==> src/rtl/ocl_adder_fifo_bridge.sv <==
// OCL register slave that pushes host operand pairs through a registered add/sub stage
// into a result FIFO, and serves result pops, status, control, hello-world and VLED reads.
module ocl_adder_fifo_bridge #(
    parameter int unsigned OPND_W      = 4,
    parameter int unsigned FIFO_DEPTH  = 8,
    parameter logic [31:0] ADDR_HELLO  = 32'h0000_0500,
    parameter logic [31:0] ADDR_VLED   = 32'h0000_0504,
    parameter logic [31:0] ADDR_OPND   = 32'h0000_0510,
    parameter logic [31:0] ADDR_RESULT = 32'h0000_0514,
    parameter logic [31:0] ADDR_STATUS = 32'h0000_0518,
    parameter logic [31:0] ADDR_CTRL   = 32'h0000_051C,
    parameter logic [31:0] UNIMPL_VAL  = 32'hDEAD_BEEF,
    parameter logic [31:0] EMPTY_VAL   = 32'hDEAD_0000
) (
    input  logic        clk_main_a0,
    input  logic        rst_main_n_sync,
    input  logic [31:0] wr_addr,
    input  logic        wready,
    input  logic [31:0] wdata,
    input  logic        arvalid_q,
    input  logic [31:0] araddr_q,
    input  logic        rready,
    input  logic [15:0] vled_q,
    output logic        rvalid,
    output logic [31:0] rdata,
    output logic [1:0]  rresp,
    output logic [31:0] hello_world_q
);

    localparam int unsigned RES_W = OPND_W + 1;
    localparam int unsigned PTR_W = $clog2(FIFO_DEPTH);
    localparam int unsigned CNT_W = PTR_W + 1;

    logic wr_hello, wr_opnd, wr_ctrl, flush, ovf_clr;
    logic mode, ovf;
    logic [OPND_W-1:0] a1, b1;
    logic m1, v1, v2;
    logic [RES_W-1:0] r2;
    logic [RES_W-1:0] mem [FIFO_DEPTH];
    logic [PTR_W-1:0] wr_ptr, rd_ptr;
    logic [CNT_W-1:0] count;
    logic empty, full, rd_fire, pop, push, ovf_set;
    logic [31:0] rd_word;

    assign wr_hello = wready && (wr_addr == ADDR_HELLO);
    assign wr_opnd  = wready && (wr_addr == ADDR_OPND);
    assign wr_ctrl  = wready && (wr_addr == ADDR_CTRL);
    assign flush    = wr_ctrl && wdata[2];
    assign ovf_clr  = wr_ctrl && wdata[1];

    assign empty   = (count == '0);
    assign full    = (count == CNT_W'(FIFO_DEPTH));
    // Read handshake: a request is captured only while rvalid is low; rvalid/rdata then
    // hold until rvalid&rready, and any arvalid_q seen while rvalid is high is ignored.
    assign rd_fire = arvalid_q && !rvalid;
    assign pop     = rd_fire && (araddr_q == ADDR_RESULT) && !empty;
    // A pop in the same cycle frees the slot, so a push into a full FIFO still lands.
    assign push    = v2 && (!full || pop);
    assign ovf_set = v2 && full && !pop;
    assign rresp   = 2'b00;

    always_ff @(posedge clk_main_a0 or negedge rst_main_n_sync) begin
        if (!rst_main_n_sync) begin
            hello_world_q <= '0;
            mode          <= 1'b0;
            ovf           <= 1'b0;
            a1            <= '0;
            b1            <= '0;
            m1            <= 1'b0;
            v1            <= 1'b0;
            r2            <= '0;
            v2            <= 1'b0;
        end else begin
            if (wr_hello) hello_world_q <= wdata;
            if (wr_ctrl)  mode <= wdata[0];
            if (!flush && ovf_set) ovf <= 1'b1;
            else if (ovf_clr)      ovf <= 1'b0;
            // Mode is captured with the operands so later CTRL writes cannot alter them.
            v1 <= wr_opnd;
            if (wr_opnd) begin
                a1 <= wdata[OPND_W-1:0];
                b1 <= wdata[2*OPND_W-1:OPND_W];
                m1 <= mode;
            end
            v2 <= v1;
            if (v1) r2 <= m1 ? ({1'b0, a1} - {1'b0, b1}) : ({1'b0, a1} + {1'b0, b1});
        end
    end

    always_ff @(posedge clk_main_a0) begin
        if (push && !flush) mem[wr_ptr] <= r2;
    end

    always_ff @(posedge clk_main_a0 or negedge rst_main_n_sync) begin
        if (!rst_main_n_sync) begin
            wr_ptr <= '0;
            rd_ptr <= '0;
            count  <= '0;
        end else if (flush) begin
            wr_ptr <= '0;
            rd_ptr <= '0;
            count  <= '0;
        end else begin
            if (push) wr_ptr <= wr_ptr + 1'b1;
            if (pop)  rd_ptr <= rd_ptr + 1'b1;
            if (push && !pop)      count <= count + 1'b1;
            else if (!push && pop) count <= count - 1'b1;
        end
    end

    always_comb begin
        rd_word = UNIMPL_VAL;
        case (araddr_q)
            ADDR_RESULT: rd_word = empty ? EMPTY_VAL : 32'(mem[rd_ptr]);
            ADDR_STATUS: rd_word = {ovf, full, empty, mode, 19'b0, 9'(count)};
            ADDR_VLED:   rd_word = {16'b0, vled_q};
            ADDR_HELLO:  rd_word = hello_world_q;
            ADDR_CTRL:   rd_word = {29'b0, 1'b0, 1'b0, mode};
            default:     rd_word = UNIMPL_VAL;
        endcase
    end

    always_ff @(posedge clk_main_a0 or negedge rst_main_n_sync) begin
        if (!rst_main_n_sync) begin
            rvalid <= 1'b0;
            rdata  <= '0;
        end else if (rd_fire) begin
            rvalid <= 1'b1;
            rdata  <= rd_word;
        end else if (rvalid && rready) begin
            rvalid <= 1'b0;
            rdata  <= '0;
        end
    end

endmodule

==> config.mk <==
export PLATFORM = sky130hd
export DESIGN_NAME = ocl_adder_fifo_bridge
export DESIGN_NICKNAME = d
export VERILOG_FILES = /design/src/rtl/ocl_adder_fifo_bridge.sv
export SDC_FILE = /design/constraint.sdc
export NUM_CORES = 1
export LEC_CHECK = 0
export BUFFER_PORTS_ARGS = -buffer_cell sky130_fd_sc_hd__buf_2
export CAP_MARGIN = 15
export CELL_PAD_IN_SITES_DETAIL_PLACEMENT = 0
export CELL_PAD_IN_SITES_GLOBAL_PLACEMENT = 1
export CORE_ASPECT_RATIO = 0.6
export CORE_MARGIN = 10
export CORE_UTILIZATION = 44
export CTS_CLUSTER_DIAMETER = 100
export DETAILED_ROUTE_END_ITERATION = 10
export PLACE_DENSITY_LB_ADDON = 0.25
export SLEW_MARGIN = 20
export SYNTH_ARGS = -nofsm -noshare
export SYNTH_HDL_FRONTEND = slang
export SYNTH_SLANG_ARGS = --single-unit
==> constraint.sdc <==
create_clock -name clk_main_a0 -period 10 [get_ports clk_main_a0]
set_clock_uncertainty 0.1 [all_clocks]
set_input_delay 2 -clock clk_main_a0 [delete_from_list [all_inputs] [get_ports clk_main_a0]]
set_output_delay 2 -clock clk_main_a0 [all_outputs]
set_load 0.02 [all_outputs]
* Yosys cells after proc, flatten, opt, wreduce, memory -nomap -nowiden *
Memory sizes are Yosys's and may differ from the RTL's.
Cells that the tools add are included.
W data, S select, Z words.

word-level totals
  bits of input ports = 117
  register bits = 93
  word-level logic and storage cells = 77
  RAM bits = 40
  output and inout port bits = 67
  memories = 1

memory list
  memory  words  bits a word  rd ports  clocked after Yosys merged registers in  wr ports  RTL line  source
  mem     8      5            1         0                                        1         39        logic [RES_W-1:0] mem [FIFO_DEPTH];

operators by class
  add/sub/neg operators = 6
  mux-type cells = 18
  reductions and logical operators = 29
  equal/unequal tests = 9

operator list
  cell                    number
  $eq A32 B11 Y1 const B  8
  $pmux W32 S5            1
  $mux W32                3
  $logic_and A1 B1 Y1     16
  $mux W3                 4
  $mux W4                 3
  $reduce_bool A2 Y1      4
  $add A3 B1 Y3 const B   2
  $logic_not A1 Y1        6
  $mux W1                 6
  $add A4 B4 Y5           1
  $mux W5                 1
  $sub A4 B4 Y5           1
  $add A4 B1 Y4 const B   1
  $eq A4 B4 Y1 const B    1
  $logic_not A4 Y1        1
  $sub A4 B1 Y4 const B   1
  $reduce_bool A3 Y1      1
  $logic_or A1 B1 Y1      1

* Logic depth before layout (Yosys ltp) *
  depth in word-level cells = 11
  depth in mapped cells = 13
  gate-level depth less buffers = 10

* Worst setup path before layout *
OpenSTA, ideal clock, no wires.

  kind = input-to-reg
  from = in araddr_q[7]
  to = reg count[2]
  setup time = 0.082 ns
  buffers on the path = 2
  slack = 4.869 ns
  arrival = 4.949 ns
  data required time = 9.818 ns
  stages on the path = 11
  cell sequence = or3_4 > or4_4 > or3_1 > clkbuf_2 > buf_6 > nand3_1 > inv_1 > fa_1 > xor2_1 > or4b_2 > a31oi_1

on the way
  longest elaborated chain between the ends = 8

ends and longest elaborated chain
  item                                                            RTL line  source
  start, declared                                                 21        input logic [31:0] araddr_q,
  $eq A32 B11 Y1 (*)                                              56        assign pop = rd_fire && (araddr_q == ADDR_RESULT) && !empty;
  $logic_and A1 B1 Y1 (*) (2 in series)                           56
  $logic_or A1 B1 Y1                                              58        assign push = v2 && (!full || pop);
  $logic_and A1 B1 Y1                                             58
  $logic_and A1 B1 Y1 / $logic_not A1 Y1 (equally long branches)  106, 107
  $mux W4 / $logic_and A1 B1 Y1 (equally long branches)           106, 107
  $mux W4 / $reduce_bool A3 Y1 (equally long branches)            -
  end signal, assigned                                            106       if (push && !pop) count <= count + 1'b1;
  end signal, assigned                                            107       else if (!push && pop) count <= count - 1'b1;
  end, declared                                                   41        logic [CNT_W-1:0] count;

Mark *: on every way between the ends. The rest lies on a longest branch, timed or not.
A chain may end at the register's enable or synchronous reset.

* Worst setup path after layout *
  from = in araddr_q[25]
  to = reg count[2]

Same word-level chain as after synthesis.

==> results.sh <==
export IMPL_final_nets=805
export IMPL_status="finished clean"
export IMPL_final_cell_area_um2=7940
export IMPL_drive_above_1_share=0.416
export IMPL_cts_tree="yes"
export IMPL_hold_buffers=0
export IMPL_fin_crit_sh=0.538
export IMPL_tns_ns=0
export IMPL_crit_type="input port to flop"
export IMPL_synth_edf_count=40
export IMPL_start_kind="input port"
export IMPL_clk_root_buffer_cell="clkbuf_16"
export IMPL_dr_pass1_iters=5
export IMPL_drt_iter0_markers=391
export IMPL_detail_route_antenna_nets=0
export IMPL_clk_pin_slew_worst_paths_ns=0.06
export IMPL_cp_cell_sequence="buf_2 -> nor4_1 -> nand4_1 -> or3_1 -> nand3_1 -> inv_1 -> fa_1 -> xor2_1 -> or4b_2 -> a31oi_1"
export IMPL_post_cts_buffers=0
export IMPL_dpl_hpwl_um=14000
export IMPL_cp_slowest_cell="or3_1"
export IMPL_path_max_fanout=16
export IMPL_dp_cells=850
export IMPL_critPathCaptureType="flop"
export IMPL_cp_data_required_time_ns=10.23
export IMPL_synthCells=499
export IMPL_htreeDepth=4
export IMPL_vias=4925
export IMPL_power_density_nw_per_um2=174
export IMPL_ys_ff_latch=133
export IMPL_first_global_vias=5183
export IMPL_cts_buffers=17
export IMPL_final_cells=883
export IMPL_drc=0
export IMPL_worst_pin_slew_ns=1.07
export IMPL_final_common_cell="buf_2"
export IMPL_post_dp_cell_area_um2=7280
export IMPL_synth_distinct_cells=56
export IMPL_final_cell_mix="180 x buf_2, 93 x dfrtp_1, 46 x mux2_2"
export IMPL_finalSetupViolations=0
export IMPL_yosysWarnings=0
export IMPL_finalHoldViolations=0
export IMPL_maxSlewViolCount=0
export IMPL_clkLatencyLatePin_ns=0.42
export IMPL_relSlewSlack=0.281
export IMPL_finalPower_mw=1.38
export IMPL_layout_min_cycle_time_ns=5.38
export IMPL_synth_async_reset_ratio=0.699
export IMPL_max_stage_delay_ns=0.84
export IMPL_clock_sink_count=133
export IMPL_grtUsageTotal=0.187
export IMPL_rsz0062_at_grt="no"
export IMPL_fmax_mhz=186
export IMPL_cts_resized=0
export IMPL_grt_first_pass_wirelength_um=28700
export IMPL_syn_to_final_growth_pct=27.9
export IMPL_hp_class="flop to flop"
export IMPL_grt_max_degree=53
export IMPL_wl_per_cell_um=20.7
export IMPL_drv_cap=0
export IMPL_core_um2=13700
export IMPL_yosysSeqAreaShare=0.569
export IMPL_num_io_pins=184
export IMPL_p_leak_nw=3.80
export IMPL_die_h_um=112
export IMPL_syn_area_um2=6200
export IMPL_overflow=0
export IMPL_cts_buffer_depth=2
export IMPL_synth_ff_type="dfrtp_1"
export IMPL_rows=33
export IMPL_start_util=0.453
export IMPL_vdd_drop_max_uv=78.5
export IMPL_die_w_um=173
export IMPL_arrival_ns=5.61
export IMPL_port_buffers=181
export IMPL_postRouteWirelength_um=18200
export IMPL_globalplace_congestion=0.829
export IMPL_drt_vias_per_instance=5.58
export IMPL_syn_area_per_cell_um2=12.4
export IMPL_dieArea_um2=19400
export IMPL_antenna_found_initial=1
-- where the power goes --
group | switching (mW) | internal [mW]
clock | 0.236 | 0.422
combinational | 0.0825 | 0.0461
sequential | 0.0140 | 0.579
-- flip-flops by register name, summed over array words and instances, names as in the netlist, 3 cells and up --
signal / cells
rdata: 32
wr_ptr: 3
a1: 4
b1: 4
rd_ptr: 3
mem: 40
hello_world_q: 32
r2: 5
count: 4
-- layer usage --
| metal | routed length (µm) | track usage | up-vias |
|---|---|---|---|
| met4 | 307 | 0.0658 | 0 |
| met1 | 8540 | 0.253 | 2437 |
| li1 | - | - | 2238 |
| met5 | 0 | 0 | - |
| met2 | 7930 | 0.268 | 224 |
| met3 | 1470 | 0.0692 | 26 |
-- through the flow --
stage          hold slack [ns]  utilization  worst slack, ns
3_5_place_dp             0.369        0.531             4.22
5_1_grt                  0.427        0.579             4.35
3_3_place_gp             0.360        0.531             4.39
6_report                 0.379        0.579             4.62
4_1_cts                  0.382        0.577             4.62
2_1_floorplan            0.252            -             4.87
-- cell type report --
cell class,instances,area (µm²)
Antenna cell,1,2.50
Clock buffer,21,483
Clock inverter,11,145
Fill cell,1180,5770
Inverter,24,90.1
Multi-Input combinational cell,314,2490
Sequential cell,133,3530
Tap cell,192,240
Timing Repair Buffer,187,953
-- synthesized netlist by cell type, types with 3 or more instances --
master / number / area (µm²)
nor2_1: 16 / 60.1
inv_1: 24 / 90.1
a22o_1: 8 / 70.1
ha_1: 9 / 113
nand2_1: 45 / 169
o41ai_1: 11 / 96.3
mux2_2: 46 / 518
nand3_1: 13 / 65.1
mux2i_1: 12 / 120
a221oi_1: 3 / 26.3
nor2b_1: 4 / 25.0
a211oi_1: 3 / 22.5
or3_1: 4 / 25.0
dfrtp_1: 93 / 2330
o21bai_1: 3 / 22.5
clkbuf_1: 21 / 78.8
edfxtp_1: 40 / 1200
nor4_1: 17 / 106
buf_2: 3 / 15.0
nor3_1: 10 / 50.1
a21o_1: 3 / 22.5
a32o_1: 5 / 50.1
a22oi_1: 10 / 75.1
mux4_2: 10 / 225
nand4_1: 3 / 18.8
xnor2_1: 7 / 61.3
o21ai_0: 15 / 75.1
or4b_2: 3 / 30.0
nand2b_1: 3 / 18.8
a21oi_1: 19 / 95.1
-- path summary, 6_finish.rpt --
kind | to | slack (ns) | depth (start not counted) | start
max | count[2]$_DFFE_PN0P_ | 4.62 | 10 | araddr_q[25]
min | rdata[19]$_DFFE_PN0P_ | 0.38 | 2 | rdata[19]$_DFFE_PN0P_
max reg2reg | count[2]$_DFFE_PN0P_ | 6.05 | 9 | rvalid$_DFFE_PN0P_
min reg2reg | rdata[19]$_DFFE_PN0P_ | 0.38 | 2 | rdata[19]$_DFFE_PN0P_
max in group asynchronous | v2$_DFF_PN0_ | 7.22 | 2 | rst_main_n_sync
min in group asynchronous | hello_world_q[31]$_DFFE_PN0P_ | 1.46 | 1 | rst_main_n_sync
-- cell families after synthesis --
family,after synthesis,synth area share
AO/OA/AOI/OAI,89,0.102
XOR/XNOR,8,0.0113
adder cells (fa/ha/maj),11,0.0246
buffers and inverters,53,0.0353
flip-flops,133,0.569
multiplexers,70,0.143
other,1,0.000605
AND/OR/NAND/NOR,134,0.115
-- worst max-delay path: cells and delay by family --
family / cells / cell delay (ns)
buf+inv: 2 / 0.18
simple gates: 5 / 2.68
compound gates: 1 / 0.19
fa+ha+maj: 1 / 0.38
xor+xnor: 1 / 0.18
Power figures use the tool's default switching activity.
